File: src/rtl/dmem_xif_arbiter_if.sv
// Bundle of core LSU, vector XIF mem and data-memory bus signals shared by the arbiter
// (slave view) and its surrounding environment (master view).
interface dmem_xif_arbiter_if #(
  parameter int unsigned ID_W = 3
);
  logic            c_wready;
  logic            c_wvalid;
  logic [31:0]     c_waddr;
  logic [31:0]     c_wdata;
  logic [3:0]      c_wstrb;
  logic            c_rready;
  logic            c_rvalid;
  logic [31:0]     c_raddr;
  logic            c_rresp;
  logic [31:0]     c_rdata;

  logic            v_mem_valid;
  logic            v_mem_ready;
  logic [ID_W-1:0] v_mem_id;
  logic [31:0]     v_mem_addr;
  logic [31:0]     v_mem_wdata;
  logic            v_mem_we;
  logic [3:0]      v_mem_be;
  logic            v_mem_last;
  logic            v_res_valid;
  logic [ID_W-1:0] v_res_id;
  logic [31:0]     v_res_rdata;
  logic            v_res_err;

  logic            m_wready;
  logic            m_wvalid;
  logic [31:0]     m_waddr;
  logic [31:0]     m_wdata;
  logic [3:0]      m_wstrb;
  logic            m_rready;
  logic            m_rvalid;
  logic [31:0]     m_raddr;
  logic            m_rresp;
  logic [31:0]     m_rdata;

  modport slave (
    input  c_wready, c_waddr, c_wdata, c_wstrb, c_rready, c_raddr,
    output c_wvalid, c_rvalid, c_rresp, c_rdata,
    input  v_mem_valid, v_mem_id, v_mem_addr, v_mem_wdata, v_mem_we, v_mem_be, v_mem_last,
    output v_mem_ready, v_res_valid, v_res_id, v_res_rdata, v_res_err,
    output m_wready, m_waddr, m_wdata, m_wstrb, m_rready, m_raddr,
    input  m_wvalid, m_rvalid, m_rresp, m_rdata
  );

  modport master (
    output c_wready, c_waddr, c_wdata, c_wstrb, c_rready, c_raddr,
    input  c_wvalid, c_rvalid, c_rresp, c_rdata,
    output v_mem_valid, v_mem_id, v_mem_addr, v_mem_wdata, v_mem_we, v_mem_be, v_mem_last,
    input  v_mem_ready, v_res_valid, v_res_id, v_res_rdata, v_res_err,
    input  m_wready, m_waddr, m_wdata, m_wstrb, m_rready, m_raddr,
    output m_wvalid, m_rvalid, m_rresp, m_rdata
  );
endinterface

File: src/rtl/dmem_xif_arbiter.sv
// Arbitrates the scalar data-memory read/write channels between the core LSU and the vector
// XIF mem interface: core-first priority, starvation override, burst lock, XIF result pulse.
module dmem_xif_arbiter #(
  parameter int unsigned ID_W       = 3,
  parameter int unsigned STARVE_LIM = 8,
  parameter int unsigned LOCK_TMO   = 64
) (
  input logic               clk,
  input logic               resetb,
  dmem_xif_arbiter_if.slave bus
);
  localparam int unsigned SW = $clog2(STARVE_LIM + 1);
  localparam int unsigned TW = $clog2(LOCK_TMO + 1);

  typedef enum logic [0:0] {StArb, StVLock} state_e;

  state_e          state_q, state_d;
  logic [SW-1:0]   starve_q, starve_d;
  logic [TW-1:0]   tmo_q, tmo_d;
  logic            res_valid_q, res_valid_d;
  logic [ID_W-1:0] res_id_q, res_id_d;
  logic            res_we_q, res_we_d;
  logic            rd_pend_q, rd_pend_d;
  logic            rd_vec_q, rd_vec_d;

  logic v_wr, v_rd, starved, tmo_hit, locked;
  logic gnt_cw, gnt_cr, gnt_vw, gnt_vr;
  logic v_acc, r_acc, res_load, core_ret;

  always_comb begin
    v_wr    = bus.v_mem_valid & bus.v_mem_we;
    v_rd    = bus.v_mem_valid & ~bus.v_mem_we;
    starved = (starve_q == SW'(STARVE_LIM));
    // The lock is released in the very cycle the idle timer expires.
    tmo_hit = (state_q == StVLock) & ~bus.v_mem_valid & (tmo_q == TW'(LOCK_TMO - 1));
    locked  = (state_q == StVLock) & ~tmo_hit;
    if (locked) begin
      gnt_vw = v_wr;
      gnt_vr = v_rd;
      gnt_cw = 1'b0;
      gnt_cr = 1'b0;
    end else begin
      gnt_vw = v_wr & (~bus.c_wready | starved);
      gnt_vr = v_rd & (~bus.c_rready | starved);
      gnt_cw = bus.c_wready & ~gnt_vw;
      gnt_cr = bus.c_rready & ~gnt_vr;
    end
    // Keep every combinational output quiet while reset is asserted.
    gnt_vw = gnt_vw & resetb;
    gnt_vr = gnt_vr & resetb;
    gnt_cw = gnt_cw & resetb;
    gnt_cr = gnt_cr & resetb;
    v_acc  = (gnt_vw & bus.m_wvalid) | (gnt_vr & bus.m_rvalid);
    r_acc  = (gnt_cr | gnt_vr) & bus.m_rvalid;
  end

  always_comb begin
    bus.m_wready = gnt_cw | gnt_vw;
    bus.m_waddr  = '0;
    bus.m_wdata  = '0;
    bus.m_wstrb  = '0;
    if (gnt_vw) begin
      bus.m_waddr = bus.v_mem_addr;
      bus.m_wdata = bus.v_mem_wdata;
      bus.m_wstrb = bus.v_mem_be;
    end else if (gnt_cw) begin
      bus.m_waddr = bus.c_waddr;
      bus.m_wdata = bus.c_wdata;
      bus.m_wstrb = bus.c_wstrb;
    end
    bus.m_rready = gnt_cr | gnt_vr;
    bus.m_raddr  = gnt_vr ? bus.v_mem_addr : (gnt_cr ? bus.c_raddr : '0);

    bus.c_wvalid    = gnt_cw & bus.m_wvalid;
    bus.c_rvalid    = gnt_cr & bus.m_rvalid;
    bus.v_mem_ready = v_acc;

    core_ret        = rd_pend_q & ~rd_vec_q;
    bus.c_rdata     = core_ret ? bus.m_rdata : '0;
    bus.c_rresp     = core_ret & bus.m_rresp;

    res_load        = res_valid_q & ~res_we_q;
    bus.v_res_valid = res_valid_q;
    bus.v_res_id    = res_id_q;
    bus.v_res_rdata = res_load ? bus.m_rdata : '0;
    bus.v_res_err   = res_load & ~bus.m_rresp;
  end

  always_comb begin
    state_d = state_q;
    unique case (state_q)
      StArb:   if (v_acc && !bus.v_mem_last) state_d = StVLock;
      StVLock: if ((v_acc && bus.v_mem_last) || tmo_hit) state_d = StArb;
      default: state_d = StArb;
    endcase

    starve_d = starve_q;
    if (v_acc) begin
      starve_d = '0;
    end else if (bus.v_mem_valid && !starved) begin
      starve_d = starve_q + SW'(1);
    end

    tmo_d = '0;
    if (state_q == StVLock && !v_acc && !bus.v_mem_valid && !tmo_hit) begin
      tmo_d = tmo_q + TW'(1);
    end

    res_valid_d = v_acc;
    res_id_d    = v_acc ? bus.v_mem_id : res_id_q;
    res_we_d    = v_acc ? bus.v_mem_we : res_we_q;
    rd_pend_d   = r_acc;
    rd_vec_d    = r_acc ? gnt_vr : rd_vec_q;
  end

  always_ff @(posedge clk or negedge resetb) begin
    if (!resetb) begin
      state_q     <= StArb;
      starve_q    <= '0;
      tmo_q       <= '0;
      res_valid_q <= 1'b0;
      res_id_q    <= '0;
      res_we_q    <= 1'b0;
      rd_pend_q   <= 1'b0;
      rd_vec_q    <= 1'b0;
    end else begin
      state_q     <= state_d;
      starve_q    <= starve_d;
      tmo_q       <= tmo_d;
      res_valid_q <= res_valid_d;
      res_id_q    <= res_id_d;
      res_we_q    <= res_we_d;
      rd_pend_q   <= rd_pend_d;
      rd_vec_q    <= rd_vec_d;
    end
  end
endmodule

File: src/flat_wrapper.sv
// flat-port wrapper written by rule: the top's interface ports become plain ports
module dmem_xif_arbiter_flat 
#(
  parameter int unsigned ID_W       = 3,
  parameter int unsigned STARVE_LIM = 8,
  parameter int unsigned LOCK_TMO   = 64
)
  (clk, resetb, bus_c_wready, bus_c_waddr, bus_c_wdata, bus_c_wstrb, bus_c_rready, bus_c_raddr, bus_c_wvalid, bus_c_rvalid, bus_c_rresp, bus_c_rdata, bus_v_mem_valid, bus_v_mem_id, bus_v_mem_addr, bus_v_mem_wdata, bus_v_mem_we, bus_v_mem_be, bus_v_mem_last, bus_v_mem_ready, bus_v_res_valid, bus_v_res_id, bus_v_res_rdata, bus_v_res_err, bus_m_wready, bus_m_waddr, bus_m_wdata, bus_m_wstrb, bus_m_rready, bus_m_raddr, bus_m_wvalid, bus_m_rvalid, bus_m_rresp, bus_m_rdata);
  dmem_xif_arbiter_if #(.ID_W(ID_W)) bus_i ();
  input logic clk;
  input logic resetb;
  input wire logic [$bits(bus_i.c_wready)-1:0] bus_c_wready;
  input wire logic [$bits(bus_i.c_waddr)-1:0] bus_c_waddr;
  input wire logic [$bits(bus_i.c_wdata)-1:0] bus_c_wdata;
  input wire logic [$bits(bus_i.c_wstrb)-1:0] bus_c_wstrb;
  input wire logic [$bits(bus_i.c_rready)-1:0] bus_c_rready;
  input wire logic [$bits(bus_i.c_raddr)-1:0] bus_c_raddr;
  output wire logic [$bits(bus_i.c_wvalid)-1:0] bus_c_wvalid;
  output wire logic [$bits(bus_i.c_rvalid)-1:0] bus_c_rvalid;
  output wire logic [$bits(bus_i.c_rresp)-1:0] bus_c_rresp;
  output wire logic [$bits(bus_i.c_rdata)-1:0] bus_c_rdata;
  input wire logic [$bits(bus_i.v_mem_valid)-1:0] bus_v_mem_valid;
  input wire logic [$bits(bus_i.v_mem_id)-1:0] bus_v_mem_id;
  input wire logic [$bits(bus_i.v_mem_addr)-1:0] bus_v_mem_addr;
  input wire logic [$bits(bus_i.v_mem_wdata)-1:0] bus_v_mem_wdata;
  input wire logic [$bits(bus_i.v_mem_we)-1:0] bus_v_mem_we;
  input wire logic [$bits(bus_i.v_mem_be)-1:0] bus_v_mem_be;
  input wire logic [$bits(bus_i.v_mem_last)-1:0] bus_v_mem_last;
  output wire logic [$bits(bus_i.v_mem_ready)-1:0] bus_v_mem_ready;
  output wire logic [$bits(bus_i.v_res_valid)-1:0] bus_v_res_valid;
  output wire logic [$bits(bus_i.v_res_id)-1:0] bus_v_res_id;
  output wire logic [$bits(bus_i.v_res_rdata)-1:0] bus_v_res_rdata;
  output wire logic [$bits(bus_i.v_res_err)-1:0] bus_v_res_err;
  output wire logic [$bits(bus_i.m_wready)-1:0] bus_m_wready;
  output wire logic [$bits(bus_i.m_waddr)-1:0] bus_m_waddr;
  output wire logic [$bits(bus_i.m_wdata)-1:0] bus_m_wdata;
  output wire logic [$bits(bus_i.m_wstrb)-1:0] bus_m_wstrb;
  output wire logic [$bits(bus_i.m_rready)-1:0] bus_m_rready;
  output wire logic [$bits(bus_i.m_raddr)-1:0] bus_m_raddr;
  input wire logic [$bits(bus_i.m_wvalid)-1:0] bus_m_wvalid;
  input wire logic [$bits(bus_i.m_rvalid)-1:0] bus_m_rvalid;
  input wire logic [$bits(bus_i.m_rresp)-1:0] bus_m_rresp;
  input wire logic [$bits(bus_i.m_rdata)-1:0] bus_m_rdata;
  assign bus_i.c_wready = bus_c_wready;
  assign bus_i.c_waddr = bus_c_waddr;
  assign bus_i.c_wdata = bus_c_wdata;
  assign bus_i.c_wstrb = bus_c_wstrb;
  assign bus_i.c_rready = bus_c_rready;
  assign bus_i.c_raddr = bus_c_raddr;
  assign bus_c_wvalid = bus_i.c_wvalid;
  assign bus_c_rvalid = bus_i.c_rvalid;
  assign bus_c_rresp = bus_i.c_rresp;
  assign bus_c_rdata = bus_i.c_rdata;
  assign bus_i.v_mem_valid = bus_v_mem_valid;
  assign bus_i.v_mem_id = bus_v_mem_id;
  assign bus_i.v_mem_addr = bus_v_mem_addr;
  assign bus_i.v_mem_wdata = bus_v_mem_wdata;
  assign bus_i.v_mem_we = bus_v_mem_we;
  assign bus_i.v_mem_be = bus_v_mem_be;
  assign bus_i.v_mem_last = bus_v_mem_last;
  assign bus_v_mem_ready = bus_i.v_mem_ready;
  assign bus_v_res_valid = bus_i.v_res_valid;
  assign bus_v_res_id = bus_i.v_res_id;
  assign bus_v_res_rdata = bus_i.v_res_rdata;
  assign bus_v_res_err = bus_i.v_res_err;
  assign bus_m_wready = bus_i.m_wready;
  assign bus_m_waddr = bus_i.m_waddr;
  assign bus_m_wdata = bus_i.m_wdata;
  assign bus_m_wstrb = bus_i.m_wstrb;
  assign bus_m_rready = bus_i.m_rready;
  assign bus_m_raddr = bus_i.m_raddr;
  assign bus_i.m_wvalid = bus_m_wvalid;
  assign bus_i.m_rvalid = bus_m_rvalid;
  assign bus_i.m_rresp = bus_m_rresp;
  assign bus_i.m_rdata = bus_m_rdata;
  dmem_xif_arbiter #(.ID_W(ID_W), .STARVE_LIM(STARVE_LIM), .LOCK_TMO(LOCK_TMO)) u_core (.clk(clk), .resetb(resetb), .bus(bus_i));
endmodule
File: config.mk
export PLATFORM = sky130hd
export DESIGN_NAME = dmem_xif_arbiter_flat
export DESIGN_NICKNAME = d
export VERILOG_FILES = /design/src/rtl/dmem_xif_arbiter_if.sv /design/src/rtl/dmem_xif_arbiter.sv /design/src/flat_wrapper.sv
export SDC_FILE = /design/constraint.sdc
export NUM_CORES = 1
export LEC_CHECK = 0
export CORE_AREA = 3 3 151 153
export CTS_CLUSTER_DIAMETER = 100
export DETAILED_ROUTE_END_ITERATION = 10
export DIE_AREA = 0 0 154 156
export PLACE_DENSITY_LB_ADDON = 0.15
export SYNTH_ARGS = -nofsm -noshare
export SYNTH_HDL_FRONTEND = slang
export SYNTH_SLANG_ARGS = --single-unit
File: constraint.sdc
create_clock -name clk -period 2.5 [get_ports clk]
set_input_delay 0.5 -clock clk [delete_from_list [all_inputs] [get_ports clk]]
set_output_delay 0.5 -clock clk [all_outputs]
set_load 0.02 [all_outputs]
==> summary.md <==
| Metric | Value |
|---|---|
| Clk_lat worst skew | 250 ps |
| Peak supply drop | 0.000348 V |
| Slew Viols, Final | 0 |
| Uppermost layer routed | met4 |
| Hold buffer count at cts | 0 |
| Initial antenna violation count | 0 |
| Synth area leader | a22o_1 |
| CTS tree | yes |
| ANT cells | 0 |
| Die Ht | roughly 160 um |
| DRT iter0 DRCs | around 250 |
| Synth Instances | about 280 |
| Slowest cell on crit path | dfrtp_1 |
| Critical Path AT | 2220 ps |
| Number of global-route vias before repair | ~4,400 |
| Most frequent cells in the layout | clkdlybuf4s50_1 (277), buf_6 (119), a22o_1 (98) |
| Flop pwr share | ~14% |
| Htree depth | 1 |
| DRC viols | 0 |
| CP required | about 2000 ps |
| Number of distinct library cells after synthesis | 33 |
| Synth top area share | between 30% and 40% |
| Sequential element share of the synthesized area | between 10% and 20% |
| Actual slew at the worst max-slew pin | 553 ps |
| DP HPWL | 13.7 mm |
| Hold Crit Class | in2async |
| Post-Syn Nets | 497 |
| Setup violations, final | between 100 and 150 |
| Power density cells | 418 nW/um^2 |
| CP dominant cell by count | buf_6 |
| Warnings from Yosys | 0 |
| Drt pass-1 iters | 4 |
| Met3 Wirelength | 1.57 mm |
| Part of the power in the clock network | under 10% |
| Final wirelength | 17.9 mm |
| Minimum clock period | about 2700 ps |
| Total grt overflow | 0 |
| Worst rel slew slack | a little over three fifths |
| Clk_skew | ~1.5 ps |
| Final Hold Fails | 0 |
| First-pass GRT wire length | between 20 and 25 mm |
| Critical-path cell list | inv_2 -> ha_4 -> nand4b_1 -> o2111a_2 -> buf_6 -> buf_6 -> buf_12 -> buf_12 -> a22o_1 -> buf_6 |
| Die Wd | between 150 and 200 um |
| Die ar. | about 24,000 sq um |
| Setup tns final | -9350 ps |
| Layout Nets | 936 |
| Avg Cell Area, Syn | around 8.6 sq um |
| Total GRT Usage | between 10% and 20% |
| Wire length on met1 | between 6 and 7 mm |
| Total number of vias | around 4,200 |
| Top cells by area, synth | a22o_1 (37%), dfrtp_1 (20%), and2_1 (17%), buf_4 (3.7%), buf_2 (1.7%) |
| Max Cap Viol | 0 |
| Fin util | 35.7% |
| Inserted Clock Buffers | 3 |
| Cell row count | 54 |
| Leak | 3.30 nW |
| DRT antenna net count | 0 |
| Worst setup path category | reg2out |
| #FFs+latches synth | 19 |
| Detailed-route vias per instance | 4.17 |
| Net Sw Power | 0.00121 W |
| Startpoint types | register |
| CP max FO | 5 |
| Routed wl met2 | 9.81 mm |
| Largest net degree at the start of global routing | 37 |
| Synth-to-Final Area Change | 221% |
| Crit. End Element | primary output |
| WL/cell | ~18 um |
| Failing checks | setup timing |
| Clk root buf | clkbuf_16 |
| Initial Util | 11.1% |
| CTS Buffer Depth | 2 |
| Logic pwr share | between 70% and 80% |
| Status | complete, but fails checks |
| Cell Area, Synth | between 2000 and 2500 sq um |
| Int Power | between 0.002 and 0.0025 W |
| Pre-CTS setup slack | -862 ps |
| Fill count | around 2,200 |
| Core ar. | around 22,000 sq um |
| I/O pin cnt | approximately 390 |
| Max Clk Rate | about 370 MHz |
| RSZ-0062 raised after global routing | true |
| Most common cell after layout, fill and taps aside | clkdlybuf4s50_1 |
| Max incr delay on CP | 390 ps |
| PortBufs | roughly 390 |
| Fin crit share | 109% |
| Hold slack | roughly 380 ps |
| Share of cells above drive strength 1 | between 20 and 30% |
| Clk sink count | 19 |
| Setup slack after layout | -217 ps |
| Switching share of power | 37.5% |
| Clock Pin Slew Worst Setup and Hold Paths | approximately 50 ps |
| GPL Wtd Cong | roughly 0.92 |
==> flip-flops by register name, indices dropped and copies added, names as in the netlist <==
register                cells
u_core.tmo_q                7
u_core.starve_q             4
u_core.bus.v_res_id         3
u_core.bus.v_res_valid      1
u_core.rd_pend_q            1
u_core.rd_vec_q             1
u_core.res_we_q             1
u_core.state_q              1
==> worst paths after layout <==
kind	slack [ps]	cells after the start	start	endpoint
setup / recovery	-220	10	u_core.starve_q[1]	bus_m_waddr[3]
hold / removal	380	2	resetb	u_core.state_q
setup reg to reg	360	10	u_core.starve_q[1]	u_core.bus.v_res_id[1]
hold reg to reg	480	1	u_core.bus.v_res_id[2]	u_core.bus.v_res_id[2]
max in group asynchronous	1850	3	resetb	u_core.tmo_q[4]
min in group clk	480	1	u_core.bus.v_res_id[2]	u_core.bus.v_res_id[2]
==> cells by family after synthesis <==
kind of cell	count (synthesis)	share of synthesized area, %
simple gates	101	25.0
xor+xnor	7	2.54
mux	3	1.40
flops	19	19.7
fa+ha+maj	3	1.55
buf+inv	36	8.18
compound gates	112	41.7
==> metal layers <==
| layer | vias to the layer above | global-route usage (%) |
|---|---|---|
| met3 | 16 | 3.00 |
| met4 | 0 | 2.06 |
| li1 | 1954 | - |
| met2 | 246 | 25.8 |
| met1 | 1947 | 13.8 |
| met5 | - | 0 |
==> synthesized netlist by cell type <==
cell,instances
ha_1,3
nand2_1,5
dfrtp_1,19
nand2b_1,1
buf_4,12
inv_2,1
nor2_1,9
xor2_1,3
xnor2_1,4
a32oi_1,1
buf_6,1
inv_1,5
nand3_1,7
a311oi_2,1
o2111a_1,2
a22o_1,102
nand4b_1,1
or2_1,2
o41ai_2,1
and3_1,3
o21ai_0,1
a21oi_1,1
and2_1,67
nand4_1,1
a311oi_4,1
o211ai_1,1
o21a_1,1
mux2_1,3
nor2b_1,3
clkbuf_1,9
buf_2,8
nor3_1,1
nand3b_4,1
==> metrics by stage <==
stage	area [sq um]	total power, W	std cells
after floorplan	2420	0.00134	281
after global placement	6860	0.00247	956
after detailed placement	6860	0.00247	956
after CTS	7450	0.00308	991
after global routing	7750	0.00342	999
final	7750	0.00324	999
==> power groups by stage <==
stage               sequential (W)  clock, W  combinational, W
detailed placement        0.000446         0           0.00203
global placement          0.000443         0           0.00202
CTS                       0.000445  0.000334           0.00230
finish                    0.000446  0.000322           0.00247
global route              0.000456  0.000348           0.00262
floorplan                 0.000468         0          0.000872
==> timing repair <==
item	in CTS	in global routing
resized for setup	547	127
cloned	7	3
setup buffers	26	9
setup endpoints to repair	108	105
pin swaps	23	62
==> final cells by class <==
type,count,area [sq um],area share (%)
sequential,19,475,6.14
clock buffer,4,78.8,1.02
inverter,6,22.5,0.291
tap,280,350,4.52
multi-input combinational,226,1840,23.7
timing repair buffer,464,4980,64.3
==> critical path, delay by kind of cell, from the launching register on <==
| family | cells | cell delay (ps) |
|---|---|---|
| simple gates | 1 | 150 |
| buf+inv | 6 | 720 |
| fa+ha+maj | 1 | 150 |
| compound gates | 2 | 550 |
| flops | 1 | 390 |
Note: power is estimated with default switching activity, not from simulation.
